[src/rtl/alu_seq_pkg.sv]
// Shared types and constants for the sequential ALU core and its multiplier.
package alu_seq_pkg;

   typedef enum logic [2:0] {
      OP_ADD = 3'b000,
      OP_SUB = 3'b001,
      OP_AND = 3'b010,
      OP_OR  = 3'b011,
      OP_XOR = 3'b100,
      OP_SHL = 3'b101,
      OP_SHR = 3'b110,
      OP_MUL = 3'b111
   } op_e;

   typedef enum logic [1:0] {
      ST_IDLE = 2'b00,
      ST_MUL  = 2'b01,
      ST_DONE = 2'b10
   } state_e;

   localparam int FLAG_N = 3;
   localparam int FLAG_Z = 2;
   localparam int FLAG_C = 1;
   localparam int FLAG_V = 0;

endpackage

[src/rtl/alu_seq_mul.sv]
// Iterative unsigned shift-add multiplier: one partial-product step per cycle,
// WIDTH steps per product. done is high during the last step, with product valid.
module alu_seq_mul
   import alu_seq_pkg::*;
#(
   parameter int WIDTH = 8
) (
   input  logic               clk,
   input  logic               rst_n,
   input  logic               start,
   input  logic [WIDTH-1:0]   a,
   input  logic [WIDTH-1:0]   b,
   output logic               done,
   output logic [2*WIDTH-1:0] product
);

   localparam int CW = $clog2(WIDTH);
   localparam logic [CW-1:0] LAST_STEP = CW'(WIDTH - 1);

   logic             busy;
   logic [CW-1:0]    step_cnt;
   logic [WIDTH-1:0] mcand;
   logic [WIDTH-1:0] prod_hi;
   logic [WIDTH-1:0] prod_lo;
   logic [WIDTH:0]   step_sum;
   logic [WIDTH-1:0] hi_nxt;
   logic [WIDTH-1:0] lo_nxt;

   // prod_lo starts as the multiplier and is shifted out as product bits shift in
   always_comb begin
      step_sum = {1'b0, prod_hi} + (prod_lo[0] ? {1'b0, mcand} : '0);
      hi_nxt   = step_sum[WIDTH:1];
      lo_nxt   = {step_sum[0], prod_lo[WIDTH-1:1]};
      done     = busy && (step_cnt == LAST_STEP);
      product  = {hi_nxt, lo_nxt};
   end

   always_ff @(posedge clk or negedge rst_n) begin
      if (!rst_n) begin
         busy     <= 1'b0;
         step_cnt <= '0;
         mcand    <= '0;
         prod_hi  <= '0;
         prod_lo  <= '0;
      end else if (start) begin
         busy     <= 1'b1;
         step_cnt <= '0;
         mcand    <= a;
         prod_hi  <= '0;
         prod_lo  <= b;
      end else if (busy) begin
         prod_hi  <= hi_nxt;
         prod_lo  <= lo_nxt;
         step_cnt <= step_cnt + 1'b1;
         if (done) begin
            busy <= 1'b0;
         end
      end
   end

endmodule

[src/rtl/alu_seq_core.sv]
// Registered ALU with accumulator, valid/ready handshakes and iterative multiply.
//   state   | meaning
//   IDLE    | ready for an operation; single-cycle ops computed and registered on accept
//   MUL     | multiplier stepping; inputs ignored
//   DONE    | result held on out_* until out_ready
module alu_seq_core
   import alu_seq_pkg::*;
#(
   parameter int WIDTH = 8
) (
   input  logic             clk,
   input  logic             rst_n,
   input  logic             in_valid,
   output logic             in_ready,
   input  logic [2:0]       in_op,
   input  logic             in_acc,
   input  logic [WIDTH-1:0] in_a,
   input  logic [WIDTH-1:0] in_b,
   output logic             out_valid,
   input  logic             out_ready,
   output logic [WIDTH-1:0] out_lo,
   output logic [WIDTH-1:0] out_hi,
   output logic [3:0]       out_flags
);

   localparam int SW = $clog2(WIDTH);

   state_e             state;
   state_e             state_nxt;
   op_e                op;
   logic [WIDTH-1:0]   acc;
   logic [WIDTH-1:0]   op_a;
   logic [SW-1:0]      sh_amt;
   logic [WIDTH:0]     add_w;
   logic [WIDTH:0]     sub_w;
   logic [WIDTH:0]     shl_w;
   logic [WIDTH:0]     shr_w;
   logic [WIDTH-1:0]   alu_res;
   logic               alu_c;
   logic               alu_v;
   logic               load_alu;
   logic               load_mul;
   logic               mul_start;
   logic               mul_done;
   logic [2*WIDTH-1:0] mul_prod;

   assign op = op_e'(in_op);

   // Shifts carry one spare bit so the last bit shifted out lands in it
   always_comb begin
      op_a    = in_acc ? acc : in_a;
      sh_amt  = in_b[SW-1:0];
      add_w   = {1'b0, op_a} + {1'b0, in_b};
      sub_w   = {1'b0, op_a} - {1'b0, in_b};
      shl_w   = {1'b0, op_a} << sh_amt;
      shr_w   = {op_a, 1'b0} >> sh_amt;
      alu_res = '0;
      alu_c   = 1'b0;
      alu_v   = 1'b0;
      case (op)
         OP_ADD: begin
            alu_res = add_w[WIDTH-1:0];
            alu_c   = add_w[WIDTH];
            alu_v   = (op_a[WIDTH-1] == in_b[WIDTH-1]) && (add_w[WIDTH-1] != op_a[WIDTH-1]);
         end
         OP_SUB: begin
            alu_res = sub_w[WIDTH-1:0];
            alu_c   = sub_w[WIDTH];
            alu_v   = (op_a[WIDTH-1] != in_b[WIDTH-1]) && (sub_w[WIDTH-1] != op_a[WIDTH-1]);
         end
         OP_AND: alu_res = op_a & in_b;
         OP_OR:  alu_res = op_a | in_b;
         OP_XOR: alu_res = op_a ^ in_b;
         OP_SHL: begin
            alu_res = shl_w[WIDTH-1:0];
            alu_c   = shl_w[WIDTH];
         end
         OP_SHR: begin
            alu_res = shr_w[WIDTH:1];
            alu_c   = shr_w[0];
         end
         default: ;
      endcase
   end

   alu_seq_mul #(.WIDTH(WIDTH)) u_mul (
      .clk     (clk),
      .rst_n   (rst_n),
      .start   (mul_start),
      .a       (op_a),
      .b       (in_b),
      .done    (mul_done),
      .product (mul_prod)
   );

   always_ff @(posedge clk or negedge rst_n) begin
      if (!rst_n) begin
         state <= ST_IDLE;
      end else begin
         state <= state_nxt;
      end
   end

   always_comb begin
      state_nxt = state;
      case (state)
         ST_IDLE: if (in_valid)  state_nxt = (op == OP_MUL) ? ST_MUL : ST_DONE;
         ST_MUL:  if (mul_done)  state_nxt = ST_DONE;
         ST_DONE: if (out_ready) state_nxt = ST_IDLE;
         default: state_nxt = ST_IDLE;
      endcase
   end

   // in_ready is gated by rst_n so nothing is offered while reset is held
   always_comb begin
      in_ready  = (state == ST_IDLE) && rst_n;
      out_valid = (state == ST_DONE);
      load_alu  = (state == ST_IDLE) && in_valid && (op != OP_MUL);
      mul_start = (state == ST_IDLE) && in_valid && (op == OP_MUL);
      load_mul  = (state == ST_MUL) && mul_done;
   end

   always_ff @(posedge clk or negedge rst_n) begin
      if (!rst_n) begin
         acc       <= '0;
         out_lo    <= '0;
         out_hi    <= '0;
         out_flags <= '0;
      end else if (load_alu) begin
         acc               <= alu_res;
         out_lo            <= alu_res;
         out_hi            <= '0;
         out_flags[FLAG_N] <= alu_res[WIDTH-1];
         out_flags[FLAG_Z] <= (alu_res == '0);
         out_flags[FLAG_C] <= alu_c;
         out_flags[FLAG_V] <= alu_v;
      end else if (load_mul) begin
         acc               <= mul_prod[WIDTH-1:0];
         out_lo            <= mul_prod[WIDTH-1:0];
         out_hi            <= mul_prod[2*WIDTH-1:WIDTH];
         out_flags[FLAG_N] <= mul_prod[2*WIDTH-1];
         out_flags[FLAG_Z] <= (mul_prod == '0);
         out_flags[FLAG_C] <= (mul_prod[2*WIDTH-1:WIDTH] != '0);
         out_flags[FLAG_V] <= 1'b0;
      end
   end

endmodule
[config.mk]
export PLATFORM = sky130hd
export DESIGN_NAME = alu_seq_core
export DESIGN_NICKNAME = d
export VERILOG_FILES = /design/src/rtl/alu_seq_pkg.sv /design/src/rtl/alu_seq_mul.sv /design/src/rtl/alu_seq_core.sv
export SDC_FILE = /design/constraint.sdc
export NUM_CORES = 1
export LEC_CHECK = 0
export CORE_MARGIN = 5
export CORE_UTILIZATION = 53
export DETAILED_ROUTE_END_ITERATION = 10
export GPL_TIMING_DRIVEN = 0
export HOLD_SLACK_MARGIN = 0.12
export PLACE_DENSITY_LB_ADDON = 0.08
export SETUP_SLACK_MARGIN = 0.3
export SYNTH_ARGS = -nofsm -noshare
export SYNTH_HDL_FRONTEND = slang
export SYNTH_SLANG_ARGS = --single-unit
[constraint.sdc]
create_clock -name clk -period 2.95 [get_ports clk]
set_input_delay 0.295 -clock clk [delete_from_list [all_inputs] [get_ports clk]]
set_output_delay 0.295 -clock clk [all_outputs]
set_load 0.1 [all_outputs]
# After elaboration in Yosys (flattened, before gate mapping)
# Index checks and enable logic that the tools add are counted.
# totals
ff_bits	50
latchBits	0
mem_bits_rw	0
mem_bits_ro	0
input_bits	24
output_inout_bits	22
wordCells	77
memories	0
# classes
n_addsub	4
multipliers	0
div_mod_pow	0
magnitude_cmp	0
eq_ne	18
n_shift	2
n_mux	25
bitwise_logic	3
n_reduce_logical	16
# ops
op	n
$mux 8	10
$pmux 8 s7	1
$logic_not 16->1	1
$eq 3x3->1 const B	5
$add 8x8->9	1
$add 8x9->9	1
$shl 8x3->9	1
$shr 9x3->9	1
$sub 8x8->9	1
$and 8x8->8	1
$logic_and 1x1->1	8
$logic_not 8->1	1
$mux 2	4
$mux 4	2
$or 8x8->8	1
$reduce_bool 8->1	1
$xor 8x8->8	1
$eq 3x2->1 const B	2
$mux 3	2
$pmux 2 s3	1
$ne 2x2->1 const B	2
$pmux 1 s4	1
$reduce_bool 2->1	2
$add 3x1->3 const B	1
12 further kinds	16

# Logic depth before layout (Yosys ltp)
# logic_depth
word_depth	6
mapped_depth	14

# Modules after synthesis
# A second synthesis with hierarchy kept.
# hier_totals
cells_unflattened	529
hier_area_um2	4658.2
# modules_own_cells
module	instances	cells_per_inst	area_per_inst_um2	seq_area_each_um2
alu_seq_core	1	376	3055.4	550.5
alu_seq_mul	1	153	1602.8	700.7

# Worst setup path after synthesis
# Ideal clock, no wire load.
# synth_timing
kind	reg2reg
start	register acc[0]
end	register out_flags[2]
setup_time_ns	0.092
t_arrival_ns	3.285
t_required_ns	2.858
path_slack_ns	-0.426
stages_incl_launch_ff	12
path_cell_list	dfrtp_1 -> mux2i_1 -> inv_1 -> ha_1 -> fa_1 -> mux2_2 -> a32oi_1 -> nand4_1 -> a221o_1 -> nor4_2 -> nand4_1 -> o31ai_2
# synth_between
elab_chain_cells	5
word_cells_on_any_way	11
# synth_lines
item	line_no	rtl
from (decl)	alu_seq_core.sv:31	logic [WIDTH-1:0] acc;
from (signal assigned)	alu_seq_core.sv:130	acc <= alu_res;
from (signal assigned)	alu_seq_core.sv:138	acc <= mul_prod[WIDTH-1:0];
$mux 8 (*)	alu_seq_core.sv:51	op_a = in_acc ? acc : in_a;
net op_a[0]	alu_seq_core.sv:32	logic [WIDTH-1:0] op_a;
$sub 8x8->9, or another cell as far along	alu_seq_core.sv:54	sub_w = {1'b0, op_a} - {1'b0, in_b};
$pmux 8 s7 (*)	alu_seq_core.sv:60	case (op)
$logic_not 8->1 (*)	alu_seq_core.sv:134	out_flags[FLAG_Z] <= (alu_res == '0);
$mux 4 (*)	alu_seq_core.sv:129	end else if (load_alu) begin
to (signal, indexed assignment)	alu_seq_core.sv:134	
to (signal, indexed assignment)	alu_seq_core.sv:135	out_flags[FLAG_C] <= alu_c;
to (signal, indexed assignment)	alu_seq_core.sv:136	out_flags[FLAG_V] <= alu_v;
to (decl)	alu_seq_core.sv:23	output logic [3:0] out_flags
# Mark *: on every way through the listed nets, which the timed path passes. The rest lies on a longest branch.
# A chain may end at the register's enable or synchronous reset.

# Worst setup path after layout
# Same ends and word-level chain as after synthesis.

==> reports/qor.csv <==
metric,value,unit
status,finished clean,
highest cell delay on the worst timing path,450,ps
clock slew at the register clock pins of the worst setup and hold paths,90,ps
maximum buffer depth of the clock tree,2,
maximum number of pins on one net before global-route repair,36,
fraction of the mapped netlist area in compound gates,21.0,%
cell row count,33,
number of failing hold endpoints at the final stage,0,
Tightest Hold Check Type,primary input to flop,
Setup TNS,0,ps
number of DRC markers after the initial detailed-route iteration,264,
RePlAce Congestion,0.943,
first-pass detailed-route iteration total,5,
root buffer selected by CTS,clkbuf_8,
cts bufs inserted,5,
core utilization of the finished layout,71.0,%
cell type with the largest total area after synthesis,dfrtp_1,
Port Buffers,44,
Fmax achieved,353,MHz
placed wire-length estimate after detailed placement,10.5,mm
main area contributors after synthesis,"dfrtp_1 28%, ha_1 11%, mux4_2 7.0%",
proportion of synthesized area in mux cells,14.9,%
WP data required,3160,ps
area of the multi-input gates,3310,µm²
WL final,13.9,mm
data arrival time of the critical path,3040,ps
vias in the first global route,4268,
number of sinks driven by the clock tree,50,
power density over cell area,874,nW/µm²
number of distinct library cells after synthesis,69,
cell leakage power,2.53,nW
VDD IR-drop max,0.419,mV
routed length per placed instance,20.1,µm
Die X-Extent,102,µm
critical path type,flop to flop,
number of synthesized flops with an enable pin,0,
syn_nets,570,
Initial Utilization,54.7,%
period utilization,95.9,%
I/O pins,46,
proportion of synthesized chip area in sequential cells,27.7,%
Post-synth top flop,dfrtp_1,
synth warn,0,
number of remaining DRC errors,0,
die outline area,10500,µm²
xor/xnor cell area share of the yosys netlist,1.94,%
via count,4308,
list of cells traversed by the critical path,mux2i_4 > inv_2 > ha_4 > fa_2 > mux2_4 > a32oi_1 > nand4_1 > a221o_1 > nor4_2 > nand4_1 > o31ai_2,
clk_lat worst skew,300,ps
Overall Power,0.00512,W
core area,8260,µm²
cell at the slowest stage of the critical path,dfrtp_2,
mean area per synthesized cell,8.95,µm²
ANT nets after route,0,
simple-gate area share of the yosys netlist,16.6,%
RSZ-0062 raised after global routing,true,
global-route wire length before repair,21.8,mm
# nets final,651,
post-synthesis instance area,4520,µm²
share of flip-flops with an asynchronous set or reset after synthesis,100,%
Worst setup EP type,flop,
max-capacitance violation count,0,
proportion of netlist area held by the largest area contributor,27.7,%
"flops & latches, synth",50,
fraction of final layout cells sized beyond drive strength 1,21.8,%
final worst path period need,2830,ps
die height,102,µm
slew of the pin with the lowest slew margin,984,ps
Layout area overhead,29.7,%
total global-route track usage,26.7,%
level count of the clock H-tree,2,
Clock Skew,7.48,ps
relative slew slack,34.2,%
ant diodes,0,
Fill cells,661,
Post-Synth Adder-Cell Area,11.8,%
Cells after Synth,505,
CP Max Fanout,3,
dominant combinational cell family by area after synthesis,compound AO/OA/AOI/OAI gates,
Vias/cell,6.23,
clock tree from TritonCTS,done,
Sequential cell area,1270,µm²
initial antenna violation count,0,
final number of setup-violating endpoints,0,
gr ovfl total,0,
launching element type of the critical path,flop,
final max-slew violation count,0,
most frequent cell on the critical path,nand4_1,
## power by group
group	internal (W)	switching (W)
clock network	0.000168	0.000230
logic	0.00137	0.00210
registers	0.000978	0.000277
## metrics by stage
step / instance area (µm²) / setup slack [ps] / hold slack (ps) / cells
after floorplan: 4660 / 87.5 / -0.591 / 505
after global placement: 5230 / -1210 / 453 / 654
after detailed placement: 5240 / -777 / 234 / 655
after CTS: 5700 / 171 / 473 / 687
after global routing: 5860 / 41.4 / 510 / 692
final: 5860 / 120 / 478 / 692
## kinds of logic after synthesis
logic type | Yosys count
xor+xnor | 10
flops | 50
compound gates | 139
mux | 48
buf+inv | 63
fa+ha+maj | 41
simple gates | 154
## placed cells by master (no fill, tap or decap), drive strengths merged, types with 4 or more instances in the layout
master,count
nand2,53
dfrtp,50
o21ai,42
buf,41
ha,38
clkdlybuf4s50,37
nor2,35
inv,33
mux2i,29
clkbuf,22
a21oi,19
mux4,14
nand3,11
nor3,10
a211oi,10
a22oi,9
and2,9
xnor2,7
a22o,7
nor2b,6
nor4,6
mux2,5
o21a,4
nand4,4
a21o,4
nand2b,4
o22ai,4
a221o,4
dlygate4sd2,4
o31ai,4
## final timing paths
| path | from | endpoint | slack [ps] | depth (start not counted) |
|---|---|---|---|---|
| worst max-delay path | acc[0] | out_flags[2] | 120 | 11 |
| worst min-delay path | in_acc | u_mul.mcand[7] | 480 | 3 |
| worst max register to register | acc[0] | out_flags[2] | 120 | 11 |
| worst min register to register | u_mul.mcand[5] | u_mul.mcand[5] | 480 | 2 |
| max in group asynchronous | rst_n | u_mul.prod_hi[7] | 1390 | 3 |
| min in group asynchronous | rst_n | out_hi[1] | 580 | 4 |
## critical path, delay by kind of cell (launching register included)
| kind | cells | cell delay [ps] |
|---|---|---|
| flip-flops | 1 | 450 |
| AO/OA/AOI/OAI | 3 | 720 |
| buffers and inverters | 1 | 70 |
| multiplexers | 2 | 450 |
| adder cells (fa/ha/maj) | 2 | 580 |
| AND/OR/NAND/NOR | 3 | 460 |
## Yosys cell counts (11+ instances only)
library cell	n
o21ai_0	35
inv_1	33
mux4_2	14
nand3_1	11
clkbuf_1	16
a21oi_1	19
ha_1	38
nor2_1	35
mux2i_1	28
dfrtp_1	50
nand2_1	52
## sequential cells by signal, indices dropped and copies added, names as in the netlist
register / cells
acc: 8
out_flags: 4
out_hi: 8
state: 2
u_mul.busy: 1
u_mul.mcand: 8
u_mul.prod_hi: 8
u_mul.prod_lo: 8
u_mul.step_cnt: 3
## metal layers
layer / vias up / routed length (µm) / global-route usage [%]
li1: 2019 / - / -
met5: - / 0 / 0
met4: 0 / 452 / 9.79
met1: 2105 / 5640 / 33.6
met2: 154 / 7000 / 47.0
met3: 30 / 781 / 3.28
## repair_timing
item,in CTS,in global routing
pin swaps,7,11
setup buffers,20,5
gates cloned,1,0
hold buffers,3,0
endpoints found under the hold margin,15,0
resized for setup,32,26
setup endpoints to repair,11,9
## area by class of cell
type / count / share of cell area (%)
plain buffers: 29 / 3.22
flip-flops and latches: 50 / 21.6
multi-input cells: 392 / 56.5
repair buffers: 74 / 12.8
clock buffers: 6 / 1.24
clock inverters: 2 / 0.235
well taps: 105 / 2.24
inverters: 34 / 2.18
Note: power is estimated with default switching activity, not from simulation.
